File: src/rtl/lfsr_rng.sv
// lfsr_rng: XNOR Fibonacci LFSR with enable, seed load, lock-up guard
// and a ranged draw engine (req/valid) with rejection sampling.
//
// Ports:
//   clk_i           system clock, posedge
//   rst_ni          asynchronous reset, active low
//   en_i            free-run step enable (ignored while drawing)
//   load_i          seed load pulse (highest priority)
//   seed_i          seed captured on load_i
//   draw_req_i      request one value in [0,RANGE-1], honoured when idle
//   state_o         current LFSR state
//   draw_busy_o     high while a draw is in progress
//   draw_valid_o    one-cycle pulse, draw_value_o/draw_fallback_o valid
//   draw_value_o    drawn value, held until the next draw_valid_o
//   draw_fallback_o draw ran out of tries, value forced to 0
//   seed_fixed_o    one-cycle pulse, all-ones seed replaced by 0
module lfsr_rng #(
   parameter int unsigned      WIDTH     = 4,
   parameter logic [WIDTH-1:0] TAPS      = WIDTH'(3),
   parameter int unsigned      OUT_W     = 4,
   parameter int unsigned      RANGE     = 10,
   parameter int unsigned      MAX_TRIES = 8
) (
   input  logic             clk_i,
   input  logic             rst_ni,
   input  logic             en_i,
   input  logic             load_i,
   input  logic [WIDTH-1:0] seed_i,
   input  logic             draw_req_i,
   output logic [WIDTH-1:0] state_o,
   output logic             draw_busy_o,
   output logic             draw_valid_o,
   output logic [OUT_W-1:0] draw_value_o,
   output logic             draw_fallback_o,
   output logic             seed_fixed_o
);

   localparam int unsigned TW = $clog2(MAX_TRIES + 1);
   localparam logic [OUT_W:0] RANGE_C = (OUT_W + 1)'(RANGE);
   localparam logic [TW-1:0]  LAST_C  = TW'(MAX_TRIES - 1);

   typedef enum logic {
      IDLE,
      DRAW
   } fsm_e;

   fsm_e             fsm_q, fsm_d;
   logic [WIDTH-1:0] state_q, state_d;
   logic [TW-1:0]    tries_q, tries_d;
   logic             busy_q, busy_d;
   logic             valid_q, valid_d;
   logic [OUT_W-1:0] value_q, value_d;
   logic             fb_q, fb_d;
   logic             fixed_q, fixed_d;

   logic [WIDTH-1:0] step;
   logic [OUT_W-1:0] cand;
   logic             cand_ok;
   logic             last_try;

   // XNOR feedback: all-ones is the lock-up state, zero is legal
   assign step     = {~^(state_q & TAPS), state_q[WIDTH-1:1]};
   assign cand     = state_q[OUT_W-1:0];
   assign cand_ok  = {1'b0, cand} < RANGE_C;
   assign last_try = (tries_q == LAST_C);

   always_comb begin
      fsm_d   = fsm_q;
      state_d = state_q;
      tries_d = tries_q;
      busy_d  = busy_q;
      valid_d = 1'b0;
      value_d = value_q;
      fb_d    = fb_q;
      fixed_d = 1'b0;
      if (load_i) begin
         // load aborts any draw and drops a same-cycle request
         if (&seed_i) begin
            state_d = '0;
            fixed_d = 1'b1;
         end else begin
            state_d = seed_i;
         end
         fsm_d   = IDLE;
         busy_d  = 1'b0;
         tries_d = '0;
      end else if (fsm_q == DRAW) begin
         state_d = step;
         if (cand_ok) begin
            value_d = cand;
            fb_d    = 1'b0;
            valid_d = 1'b1;
            fsm_d   = IDLE;
            busy_d  = 1'b0;
            tries_d = '0;
         end else if (last_try) begin
            value_d = '0;
            fb_d    = 1'b1;
            valid_d = 1'b1;
            fsm_d   = IDLE;
            busy_d  = 1'b0;
            tries_d = '0;
         end else begin
            tries_d = tries_q + TW'(1);
         end
      end else begin
         if (en_i) begin
            state_d = step;
         end
         if (draw_req_i) begin
            fsm_d   = DRAW;
            busy_d  = 1'b1;
            tries_d = '0;
         end
      end
   end

   always_ff @(posedge clk_i or negedge rst_ni) begin
      if (!rst_ni) begin
         fsm_q   <= IDLE;
         state_q <= '0;
         tries_q <= '0;
         busy_q  <= 1'b0;
         valid_q <= 1'b0;
         value_q <= '0;
         fb_q    <= 1'b0;
         fixed_q <= 1'b0;
      end else begin
         fsm_q   <= fsm_d;
         state_q <= state_d;
         tries_q <= tries_d;
         busy_q  <= busy_d;
         valid_q <= valid_d;
         value_q <= value_d;
         fb_q    <= fb_d;
         fixed_q <= fixed_d;
      end
   end

   assign state_o         = state_q;
   assign draw_busy_o     = busy_q;
   assign draw_valid_o    = valid_q;
   assign draw_value_o    = value_q;
   assign draw_fallback_o = fb_q;
   assign seed_fixed_o    = fixed_q;

endmodule
File: config.mk
export PLATFORM = sky130hd
export DESIGN_NAME = lfsr_rng
export DESIGN_NICKNAME = d
export VERILOG_FILES = /design/src/rtl/lfsr_rng.sv
export SDC_FILE = /design/constraint.sdc
export NUM_CORES = 1
export LEC_CHECK = 0
export ABC_AREA = 1
export CAP_MARGIN = 20
export CORE_MARGIN = 10
export CORE_UTILIZATION = 43
export DETAILED_ROUTE_END_ITERATION = 10
export PLACE_DENSITY = 0.77
export SYNTH_ARGS = -nofsm -noshare
export SYNTH_HDL_FRONTEND = slang
export SYNTH_SLANG_ARGS = --single-unit
export TNS_END_PERCENT = 30
File: constraint.sdc
create_clock -name clk_i -period 1.2 [get_ports clk_i]
set_clock_uncertainty 0.2 [all_clocks]
set_input_delay 0.18 -clock clk_i [delete_from_list [all_inputs] [get_ports clk_i]]
set_output_delay 0.18 -clock clk_i [all_outputs]
set_load 0.05 [all_outputs]
==> run metrics <==
status finished with violations; violated checks negative setup slack; PnR Total Power 2220 µW; CTS root buffer clkbuf_4; Mapped Avg Cell Area 8.52 µm²; Total Wirelength 2600 µm; worst vdd ir roughly 0.0011 V; WL/cell 15.2 µm; met3 usage 2.23%; largest net degree at the start of global routing 18; most frequent cells in the layout nand2_1, dfrtp_1, buf_12, buf_4; normalized max-slew margin 85.7%; CP required between 1 and 1.5 ns; vias 862; CP endpoint kind flip-flop; CP Data Arrival Time approximately 1.4 ns; post-synthesis compound-gate area fraction 7.85%; Worst-path clk slew 0.10 ns; largest family of logic cells by synthesized area simple AND/OR/NAND/NOR gates; pwr dens 1500 nW/µm²; largest cells by area after synthesis dfrtp_1, nand2_1, inv_1; RR Endpoint draw_value_o[0]$_DFFE_PN0P_; share of cells above drive strength 1 50.7%; area of the multi-input gates between 400 and 500 µm²; routability cong. 0.774; number of library cell types mapped by synthesis 20; post-synth top area share 49.4%; Initial Utilization 44.3%; DIE AREA ~4200 µm²; 1st-iter DRT viols 19; Port Buffers 20; storage element area around 430 µm²; Final Hold Vio Count 0; post-synthesis sequential area ratio 49.4%; R2R depth 7; Nets 155; CTS tree done; Max Clk Rate 709 MHz; H-tree Lvls 1; number of antenna violations at the first check in global routing 0; worst skew pair latency 0.30 ns; Critical R2R Launch state_o[1]$_DFFE_PN0P_; Syn Nets 111; Die H 64.7 µm; placed insts 160; xor and xnor area share after synthesis 0%; met2 Use GR 19.6%; CP startpoint kind flip-flop; R2R setup slack -0.21 ns; post-synthesis mux area share 0%; Avg Vias per Cell 5.04; type of the worst min-delay path primary input to async pin; Tmin final 1.41 ns; # hold bufs at CTS 0; kind of critical path flip-flop to flip-flop; drt pass-1 iters 4; vias in the first global route 840; CTS sink count 17; ANT cells 0; Antenna Nets Post-Route 0; Max Cap Viol 0; worst setup margin -0.210 ns; GRT busiest layer met2; FILL cells 115; CP max FO 7; Non-Filler Instances 171; DPL Wire Length ~1600 µm; Final setup violation count 26; Adder-Cell Fraction of Synth Area around 1.5%; global route overflow 0; Cell Area, Synth ~860 µm²; clock buffer depth 2; commonest non-fill, non-tap cell in the layout nand2_1; GR Util All Layers between 10 and 15%; simple-gate share of the synthesized area 33.4%; leakage power ~0.00074 µW; TritonCTS buffer count 3; core area a little under 2000 µm²; DRC viols 0; number of synthesized register bits 17; IO Count 21; Die W 64.7 µm; synth-to-layout area growth 72.5%; RSZ-0062 raised after global routing yes; area leader, netlist dfrtp_1; Synth Warn # 0; M1 GR Usage 11.7%; Worst-Margin Slew ~0.21 ns; final worst-path cycle share 117%; Slew Limit Fails 0; Post-Synthesis Cells 101; first-pass GRT wire length about 3800 µm; row cnt 16
stage by stage:
stage	TNS, ns	setup slack, ns	util (%)	hold slack (ns)	cell area, µm²
finish	-2.71	-0.210	76.5	0.00606	1490
global placement	-4.67	-0.333	67.8	0.319	1320
floorplan	-1.02	-0.109	-	-0.316	865
CTS	-1.93	-0.167	73.1	0.00410	1420
global route	-4.10	-0.271	76.5	0.00534	1490
detailed placement	-5.24	-0.374	67.8	0.321	1320
layer usage:
layer / share of wire, % / up-vias
met5: 0 / -
met4: 3.0 / 0
met3: 4.1 / 7
met2: 53 / 29
met1: 40 / 421
li1: - / 405
critical path, cell delays in order (launching register included):
cell     delay [ns]
dfrtp_2        0.43
buf_6          0.13
nor2_4         0.15
nor2_4         0.06
nand2_2        0.08
nand2_4        0.08
nand2_1        0.09
o21ai_1        0.08
report_power, final:
group / switching, µW / total, µW / internal [µW]
Clock: 187 / 317 / 130
Sequential: 104 / 777 / 673
Combinational: 590 / 1130 / 537
Total: 882 / 2220 / 1340
what timing repair did:
item	CTS	global route
endpoints found under the setup margin	27	29
buffers inserted	4	3
gates resized for setup	13	18
pin swaps	6	8
cell type report:
cell class	count	area share, %
Sequential cell	17	28.9
Clock buffer	4	1.77
Timing Repair Buffer	40	34.2
Inverter	15	3.79
Tap cell	27	2.27
Multi-Input combinational cell	68	29.1
cells in the mapped netlist (all sizes together):
library cell	count
a21oi	1
buf	1
dfrtp	17
ha	1
inv	15
nand2	37
nand3	8
nand4	1
nor2	8
o21ai	8
o22ai	3
or2	1
state kept, by name (all words and copies together) (netlist names):
name / flops
draw_busy_o: 1
draw_fallback_o: 1
draw_valid_o: 1
draw_value_o: 4
fsm_q: 1
seed_fixed_o: 1
state_o: 4
tries_q: 4
kinds of logic (layout without fill, tap and decap cells):
group / after synthesis / in the layout
DFF: 17 / 17
AOI/OAI and AO/OA: 12 / 12
adders and majority gates: 1 / 1
buffers and inverters: 16 / 59
and+or+nand+nor: 55 / 55
how the worst max path moves through the flow:
stage	from	cells after the start	to
floorplan	state_o[2]$_DFFE_PN0P_	6	draw_value_o[0]$_DFFE_PN0P_
global placement	load_i	5	state_o[2]$_DFFE_PN0P_
detailed placement	load_i	5	state_o[1]$_DFFE_PN0P_
CTS	state_o[2]$_DFFE_PN0P_	2	state_o[2]
global route	state_o[1]$_DFFE_PN0P_	7	draw_value_o[0]$_DFFE_PN0P_
finish	state_o[1]$_DFFE_PN0P_	7	draw_value_o[0]$_DFFE_PN0P_
Note: power is estimated with default switching activity, not from simulation.
